### config.mk
export PLATFORM = sky130hd
export DESIGN_NAME = stopwatch_timer
export DESIGN_NICKNAME = d
export VERILOG_FILES = /design/src/rtl/stopwatch_pkg.sv /design/src/rtl/hex_decoder.sv /design/src/rtl/stopwatch_timer.sv
export SDC_FILE = /design/constraint.sdc
export NUM_CORES = 1
export LEC_CHECK = 0
export CAP_MARGIN = 0
export CORE_MARGIN = 10
export CORE_UTILIZATION = 40
export CTS_CLUSTER_DIAMETER = 80
export DETAILED_ROUTE_END_ITERATION = 6
export PLACE_DENSITY = 0.68
export SLEW_MARGIN = 25
export SYNTH_ARGS = -nofsm -noshare
export SYNTH_HDL_FRONTEND = slang
export SYNTH_HIERARCHICAL = 1
export SYNTH_SLANG_ARGS = --single-unit
### constraint.sdc
create_clock -name CLOCK_50 -period 2.3 [get_ports CLOCK_50]
set_clock_uncertainty 0.05 [all_clocks]
set_input_delay 0.46 -clock CLOCK_50 [delete_from_list [all_inputs] [get_ports CLOCK_50]]
set_output_delay 0.46 -clock CLOCK_50 [all_outputs]
set_load 0.01 [all_outputs]
### src/rtl/stopwatch_pkg.sv
// Shared types and constants for the stopwatch: FSM states, per-digit limits and the segment table.
// Optional lap/hold display is enabled by defining STOPWATCH_LAP_EN.
package stopwatch_pkg;

    typedef enum logic [1:0] {
        ST_IDLE  = 2'd0,
        ST_RUN   = 2'd1,
        ST_PAUSE = 2'd2
    } sw_state_t;

    localparam int NUM_DIGITS = 6;

    // Index 0 is c0 (hundredths), index 5 is m1 (tens of minutes).
    localparam logic [NUM_DIGITS-1:0][3:0] DIGIT_MAX = {4'd5, 4'd9, 4'd5, 4'd9, 4'd9, 4'd9};

    // Active-low gfedcba patterns; codes 10-15 are blank.
    localparam logic [15:0][6:0] SEG_TABLE = {
        {6{7'b1111111}},
        7'b0010000, 7'b0000000, 7'b1111000, 7'b0000010, 7'b0010010,
        7'b0011001, 7'b0110000, 7'b0100100, 7'b1111001, 7'b1000000
    };

endpackage

### src/rtl/hex_decoder.sv
// One BCD digit to an active-low seven-segment pattern; purely combinational.
module hex_decoder
    import stopwatch_pkg::*;
(
    input  logic [3:0] digit,
    output logic [6:0] seg
);

    assign seg = SEG_TABLE[digit];

endmodule

### src/rtl/stopwatch_timer.sv
// MM:SS.cc stopwatch with run/pause/clear control, rollover pulse and six seven-segment outputs.
// Define STOPWATCH_LAP_EN to build the lap (display hold) feature.
module stopwatch_timer
    import stopwatch_pkg::*;
#(
    parameter int CLK_HZ  = 50000000,
    parameter int TICK_HZ = 100
) (
    input  logic        CLOCK_50,
    input  logic        rst,
    input  logic        start_stop,
    input  logic        clear,
    input  logic        lap,
    output logic        running,
    output logic        wrap,
    output logic [23:0] bcd,
    output logic [6:0]  HEX5,
    output logic [6:0]  HEX4,
    output logic [6:0]  HEX3,
    output logic [6:0]  HEX2,
    output logic [6:0]  HEX1,
    output logic [6:0]  HEX0
);

    localparam int              RATIO   = CLK_HZ / TICK_HZ;
    localparam int              PRE_W   = $clog2(RATIO);
    localparam logic [PRE_W-1:0] PRE_MAX = PRE_W'(RATIO - 1);

    sw_state_t                   state_reg, state_next;
    logic [PRE_W-1:0]            pre_reg, pre_next;
    logic [NUM_DIGITS-1:0][3:0]  digit_reg, digit_next;
    logic [NUM_DIGITS:0]         carry;
    logic                        wrap_reg, wrap_next;
    logic                        tick;

    always_ff @(posedge CLOCK_50) begin
        if (rst) begin
            state_reg <= ST_IDLE;
            pre_reg   <= '0;
            digit_reg <= '0;
            wrap_reg  <= 1'b0;
        end else begin
            state_reg <= state_next;
            pre_reg   <= pre_next;
            digit_reg <= digit_next;
            wrap_reg  <= wrap_next;
        end
    end

    always_comb begin
        state_next = state_reg;
        if (clear) begin
            state_next = ST_IDLE;
        end else if (start_stop) begin
            case (state_reg)
                ST_IDLE:  state_next = ST_RUN;
                ST_RUN:   state_next = ST_PAUSE;
                ST_PAUSE: state_next = ST_RUN;
                default:  state_next = ST_IDLE;
            endcase
        end
    end

    // Prescaler only advances in RUN, so a pause keeps the partial tick.
    assign tick = (state_reg == ST_RUN) && (pre_reg == PRE_MAX);

    always_comb begin
        pre_next = pre_reg;
        if (clear)
            pre_next = '0;
        else if (tick)
            pre_next = '0;
        else if (state_reg == ST_RUN)
            pre_next = pre_reg + PRE_W'(1);
    end

    // Ripple carry through all six digits within the same tick edge.
    assign carry[0] = tick;

    generate
        for (genvar gi = 0; gi < NUM_DIGITS; gi++) begin : g_digit
            logic at_max;
            assign at_max       = (digit_reg[gi] == DIGIT_MAX[gi]);
            assign carry[gi+1]  = carry[gi] && at_max;
            assign digit_next[gi] = clear    ? 4'd0 :
                                    carry[gi] ? (at_max ? 4'd0 : digit_reg[gi] + 4'd1) :
                                                digit_reg[gi];
        end
    endgenerate

    assign wrap_next = carry[NUM_DIGITS] && !clear;
    assign wrap      = wrap_reg;
    assign running   = (state_reg == ST_RUN);

`ifdef STOPWATCH_LAP_EN
    logic                       hold_reg, hold_next;
    logic [NUM_DIGITS-1:0][3:0] hold_digits_reg;

    always_comb begin
        hold_next = hold_reg;
        if (clear)
            hold_next = 1'b0;
        else if (lap && state_reg != ST_IDLE)
            hold_next = !hold_reg;
    end

    always_ff @(posedge CLOCK_50) begin
        if (rst) begin
            hold_reg        <= 1'b0;
            hold_digits_reg <= '0;
        end else begin
            hold_reg <= hold_next;
            if (hold_next && !hold_reg)
                hold_digits_reg <= digit_reg;
        end
    end

    assign bcd = hold_reg ? hold_digits_reg : digit_reg;
`else
    logic unused_lap;
    assign unused_lap = lap;
    assign bcd        = digit_reg;
`endif

    logic [NUM_DIGITS-1:0][6:0] seg;

    generate
        for (genvar gi = 0; gi < NUM_DIGITS; gi++) begin : g_hex
            hex_decoder u_hex (
                .digit (bcd[gi*4 +: 4]),
                .seg   (seg[gi])
            );
        end
    endgenerate

    assign HEX0 = seg[0];
    assign HEX1 = seg[1];
    assign HEX2 = seg[2];
    assign HEX3 = seg[3];
    assign HEX4 = seg[4];
    assign HEX5 = seg[5];

endmodule

==> out/qor.yml, run 1 <==
cts_buffer_depth: 2
yosysSeqAreaShare_pct: 26.6
grt_max_degree: 21
ir_drop_uv: 243
dp_hpwl_mm: 6.48
area_growth_syn_to_layout_pct: 38.4
use_met1_pct: 15.8
syn-mean-instance-area_um2: 7.57
antenna_left: 0
r2r_cells: 6
critPathSlowestCell: "or4_4"
holdCritStartpoint: "pre_reg[16]$_SDFFE_PP0P_"
via_count: 3425
ys.flop_type: "dfxtp_1"
die_width_um: 113
cts_tree: "yes"
synth.distinct_cells: 45
timing.hold.ws_ns: 0.461
worstPathRequired_ns: 2.48
timing.fmax_ghz: 0.425
antenna_found_initial: 0
drtPass1Iterations: 4
busiest_layer: "met2"
postCtsHoldBufs: 0
wl_per_cell_um: 12.7
cap_violations: 0
cts_buffers: 5
crit_path_cell_trace: "or3b_1, or4_4, or4_4, buf_6, or3b_1, a21oi_1"
hold_depth: 2
power_leakage_nw: 1.98
ys_warn_count: 6
crit_fanout: 5
cp.arrival_ns: 2.53
rsz0062_at_grt: "true"
htreeDepth: 2
nets: 608
rows: 33
hold_end: "pre_reg[16]$_SDFFE_PP0P_"
grt_pass1_vias: 3238
period_needed_ns: 2.35
gr-total-overflow: 0
clk_pin_slew_worst_paths_ns: 0.08
io_buffers: 71
layout-drive-gt1-share_pct: 16.9
avgViaCountPerCell: 5.05
r2r_slack_ns: -0.05
synth-seq-cells: 46
gp_congestion: 0.781
setup_ws_ns: -0.0532
netlist_area_um2: 3470
dieArea_um2: 12800
synth_fp_nets: 494
place_inst: 663
worstSkewPairLatency_ns: 0.30
slowest_delay_ns: 0.46
wirelength_mm: 8.64
fp.dieH_um: 113
final_common_cell: "nor2_1"
setup_viol: 4
layout_common_cells: "nor2_1, buf_4, o21ai_0"
max_slew.worst_pin.slew_ns: 0.479
cts_sinks: 46
violations: "negative setup slack"
path_class: "reg -> reg"
track_usage_pct: 12.8
root_buffer: "clkbuf_8"
synth-edff-count: 0
drt_iter0_markers: 140
globalRouteMet3Util_pct: 2.75
drv_slew: 0
synthCells: 458
rr_endpoint: "bcd[13]$_SDFFE_PP0N_"
largest_reg_flops: 24
coreArea_um2: 8340
power.density_nw_per_um2: 298
holdCritPathClass: "reg -> reg"
pin_count: 73
start_util_pct: 41.6
grt_pass1_wl_mm: 14.5
r2r-start: "bcd[9]$_SDFFE_PP0N_"
hold_viol: 0
synthArstFlopShare_pct: 0
met2_usage_pct: 22.3
slew_headroom_pct: 67.6
stdcell_count: 678
remaining_drc_errors: 0
cp-start-kind: "register"
status: "finished with violations"
n_antenna_cell: 0
min_period_over_period_pct: 102
end_kind: "register"
final cells by class:
class                      count  area (um^2)
sequential                    46          946
fill                         759         3540
inverter                      25         93.8
multi-input combinational    367         2370
clock inverter                 2         37.5
tap                          105          131
timing repair buffer         127         1150
clock buffer                   6         72.6
critical path, delay by kind of cell, from the launching register on:
family / cells / cell delay (ns)
and+or+nand+nor: 4 / 1.61
buffers and inverters: 1 / 0.15
AOI/OAI and AO/OA: 1 / 0.15
DFF: 1 / 0.32
layer usage:
metal	routed length (um)	vias up	share of wire, %
li1	-	1810	-
met1	4110	1562	48
met2	4160	48	48
met3	323	5	3.7
met4	45	0	0.52
met5	0	-	0
synth_stat cells (2+ instances only):
master    instances  share of area, %
xnor2_1          12               3.0
or2b_1            5               1.1
nand3b_1          2              0.43
clkbuf_1          6              0.65
o21ai_0          46               6.6
or3_1            10               1.8
nand2_1          34               3.7
or2_2             2              0.36
a21oi_2           5               1.3
nor3_1            6              0.87
a21oi_1          33               4.8
buf_1             2              0.22
and2_1            2              0.36
nor4b_1           2              0.51
o31ai_1           3              0.65
or4_1             5               1.1
or3b_1            3              0.76
ha_1             31                11
nand4_1           9               1.6
nor2b_1           8               1.4
buf_2             6              0.87
mux2i_1           8               2.3
nand3_1          10               1.4
buf_6             6               1.9
nand4b_1          2              0.51
and4_1            3              0.76
nor2_1           58               6.3
a31oi_1           8               1.4
nand2b_1         27               4.9
or2_1             6               1.1
xor2_1            7               1.8
nor4bb_1          4               1.2
inv_1            25               2.7
nor4_1            6               1.1
dfxtp_1          46                27
where the power goes:
| part | internal, mW | leakage [nW] | switching, mW | total [mW] |
|---|---|---|---|---|
| clock network | 0.324 | 0.0514 | 0.274 | 0.599 |
| registers | 0.793 | 0.379 | 0.00131 | 0.795 |
| logic | 0.0154 | 1.55 | 0.0214 | 0.0368 |
| total | 1.13 | 1.98 | 0.297 | 1.43 |
cell families after synthesis:
| group | share of synthesized area, % |
|---|---|
| buffers and inverters | 6.39 |
| AO/OA/AOI/OAI | 15.4 |
| multiplexers | 2.31 |
| XOR/XNOR | 4.80 |
| flip-flops | 26.6 |
| AND/OR/NAND/NOR | 33.3 |
| adder cells (fa/ha/maj) | 11.2 |
per-stage QoR:
step	area, um^2	setup TNS [ns]	total power, mW	utilization (%)	setup slack [ns]
floorplan	3480	-0.162	0.837	-	-0.128
global placement	4550	-0.305	0.853	54.6	-0.0882
detailed placement	4550	-0.480	0.854	54.6	-0.0923
CTS	4690	-0.0763	1.45	56.2	-0.0480
global route	4800	-0.603	1.48	57.5	-0.0877
finish	4800	-0.0888	1.43	57.5	-0.0532
what timing repair did:
item | 4_1_cts | 5_1_grt
gates cloned | 0 | 0
endpoints found under the setup margin | 46 | 24
gates resized for setup | 49 | 29
pin swaps | 8 | 5
buffers inserted | 3 | 4
how the worst max path moves through the flow:
stage / startpoint / end / slack [ns]
final: bcd[9]$_SDFFE_PP0N_ / bcd[13]$_SDFFE_PP0N_ / -0.05
after global routing: bcd[9]$_SDFFE_PP0N_ / bcd[13]$_SDFFE_PP0N_ / -0.09
after detailed placement: bcd[9]$_SDFFE_PP0N_ / bcd[13]$_SDFFE_PP0N_ / -0.09
after floorplan: bcd[5]$_SDFFE_PP0N_ / bcd[16]$_SDFFE_PP0N_ / -0.13
after global placement: bcd[9]$_SDFFE_PP0N_ / bcd[17]$_SDFFE_PP0N_ / -0.09
after CTS: bcd[9]$_SDFFE_PP0N_ / bcd[13]$_SDFFE_PP0N_ / -0.05
Note: power is estimated with default switching activity, not from simulation.
==> run 2, diff against run 1 <==
Settings changed: CTS_CLUSTER_DIAMETER 80 to 60.
==> results of run 2 <==
Same layout as run 1: the final DEF is identical, and so are final timing and power.
==> run 3, diff against run 2 <==
Settings changed: CORE_MARGIN 10 to unset.
==> run 3 against run 2 <==
  * The run still ends with negative setup slack left
  * Flip-flop and latch count unchanged
  * Worst hold slack gained 0.00059 ns
  * Combinational power about the same
  * Via count rose by 0.20%
  * First-iteration DRC count is 14% lower
  * Sequential power about the same
  * Core utilization rose by 0.075 points
  * Sequential share of layout area about the same
==> out/qor.yml, run 3 (synthesized netlist as in run 1, its figures left out) <==
status: "finished with violations"
violations: "negative setup slack"
dpl-instance-area_um2: 4530  # -0.49%
rows: 33  # unchanged
start_util_pct: 41.8  # +0.21 points
hold_end: "pre_reg[16]$_SDFFE_PP0P_"
critPathSlowestCell: "or4_4"
nets: 602  # -0.99%
r2r-start: "bcd[9]$_SDFFE_PP0N_"
rsz0062_at_grt: "true"
pin_count: 73  # unchanged
grt_pass1_vias: 3154  # -2.6%
crit_fanout: 7  # +2
cp_top_family: "simple AND/OR/NAND/NOR gates"
cts_tree: "yes"
gp_congestion: 0.832  # +6.5%
path_class: "reg -> reg"
cts_buffer_depth: 2  # unchanged
n_fill_cell: 796  # +4.9%
setup_ws_ns: -0.0400  # +0.0132 ns
holdCritStartpoint: "pre_reg[16]$_SDFFE_PP0P_"
dp_hpwl_mm: 5.97  # -7.8%
clk_pin_slew_worst_paths_ns: 0.08  # about the same
setup_viol: 4  # unchanged
cp-start-kind: "register"
fp.dieH_um: 95.1  # -16%
crit_buf_inv: 1  # unchanged
avgViaCountPerCell: 5.11  # +1.1%
n_antenna_cell: 0  # unchanged
largest_reg_flops: 24  # unchanged
layout_common_cells: "nor2_1, o21ai_0, buf_4"
cts_buffers: 5  # unchanged
min_period_over_period_pct: 102  # -0.57 points
timing.critical_path.mode_cell: "or4_4"
grt_max_degree: 22  # +4.8%
gr-total-overflow: 0  # unchanged
final_area_um2: 4780  # -0.37%
grt_pass1_wl_mm: 13.8  # -4.7%
drt_iter0_markers: 120  # -14%
worstSkewPairLatency_ns: 0.30  # about the same
cap_violations: 0  # unchanged
io_buffers: 71  # unchanged
antenna_left: 0  # unchanged
r2r_cells: 6  # unchanged
drv_slew: 0  # unchanged
power_leakage_nw: 1.97  # -0.48%
rr_endpoint: "bcd[13]$_SDFFE_PP0N_"
root_buffer: "clkbuf_8"
hold_viol: 0  # unchanged
ir_drop_uv: 282  # +16%
area_growth_syn_to_layout_pct: 37.9
die_width_um: 95.1  # -16%
crit_path_cell_trace: "or3b_1, or4_4, or4_4, buf_6, or3b_4, a21oi_2"
wl_per_cell_um: 12.1  # -4.7%
power.density_nw_per_um2: 300  # +0.68%
wirelength_mm: 8.16  # -5.6%
coreArea_um2: 8300  # -0.50%
slowest_delay_ns: 0.46  # about the same
post-place-ws_ns: -0.108  # -0.0154 ns
hold_depth: 2  # unchanged
layout-drive-gt1-share_pct: 17.5  # +0.53 points
period_needed_ns: 2.34  # -0.0132 ns
worstPathRequired_ns: 2.48  # about the same
antenna_found_initial: 0  # unchanged
holdCritPathClass: "reg -> reg"
remaining_drc_errors: 0  # unchanged
layout.area.seq_um2: 945  # -0.13%
multi_input_area_um2: 2390  # +0.79%
timing.fmax_ghz: 0.427  # +0.56%
end_kind: "register"
drtPass1Iterations: 4  # unchanged
cts_sinks: 46  # unchanged
postCtsHoldBufs: 0  # unchanged
htreeDepth: 2  # unchanged
r2r_slack_ns: -0.04  # about the same
cp.arrival_ns: 2.52  # about the same
dieArea_um2: 9040  # -29%
final_common_cell: "nor2_1"
slew_headroom_pct: 68.5  # +0.88 points
max_slew.worst_pin.slew_ns: 0.472  # -0.00660 ns
via_count: 3432  # +0.20%
track_usage_pct: 18.6  # +5.8 points
## run 3: how the worst max path moves through the flow
stage | cells past startpoint | end | slack (ns) | startpoint
final | 6 | bcd[13]$_SDFFE_PP0N_ | -0.04 | bcd[9]$_SDFFE_PP0N_
after detailed placement | 6 | bcd[13]$_SDFFE_PP0N_ | -0.11 | pre_reg[7]$_SDFFE_PP0P_
after floorplan | 7 | bcd[16]$_SDFFE_PP0N_ | -0.13 | bcd[5]$_SDFFE_PP0N_
after CTS | 6 | bcd[13]$_SDFFE_PP0N_ | -0.04 | bcd[9]$_SDFFE_PP0N_
after global routing | 6 | bcd[18]$_SDFFE_PP0N_ | -0.09 | bcd[9]$_SDFFE_PP0N_
after global placement | 6 | bcd[17]$_SDFFE_PP0N_ | -0.09 | bcd[9]$_SDFFE_PP0N_
## run 3: final cells by class
cell class / instances / area share [%]
Clock buffer: 5 / 1.44
Clock inverter: 3 / 0.838
Inverter: 25 / 1.96
Multi-Input combinational cell: 367 / 50.0
Sequential cell: 46 / 19.8
Tap cell: 105 / 2.75
Timing Repair Buffer: 121 / 23.3
## run 3: worst register-to-register path, delay by kind of cell, from the launching register on
kind                   cells  cell delay [ns]
AND/OR/NAND/NOR            4             1.64
flip-flops                 1             0.33
buffers and inverters      1             0.15
AO/OA/AOI/OAI              1             0.12
## run 3: repair_timing
action,4_1_cts,5_1_grt
setup endpoints to repair,45,30
pin swaps,11,4
setup buffers,1,3
cloned,0,0
resized for setup,54,33
## run 3: layer usage
metal,part of all wire [%],track usage (%)
met5,0,0
met4,0.54,3.03
met3,2.7,2.79
met2,49,33.2
met1,47,23.7
## run 3: metrics by stage
step	setup TNS, ns	std cells	util [%]	hold slack (ns)	power (mW)
CTS	-0.0847	669	56.3	0.467	1.45
global placement	-0.321	660	54.6	0.446	0.854
floorplan	-0.162	458	-	0.427	0.837
finish	-0.127	672	57.6	0.462	1.43
global route	-0.772	672	57.6	0.514	1.48
detailed placement	-0.520	660	54.6	0.453	0.854
## run 3: power breakdown
| group | switching, mW | internal [mW] | total, mW |
|---|---|---|---|
| sequential | 0.00120 | 0.795 | 0.796 |
| combinational | 0.0215 | 0.0154 | 0.0369 |
| clock | 0.282 | 0.320 | 0.602 |
| total | 0.304 | 1.13 | 1.43 |
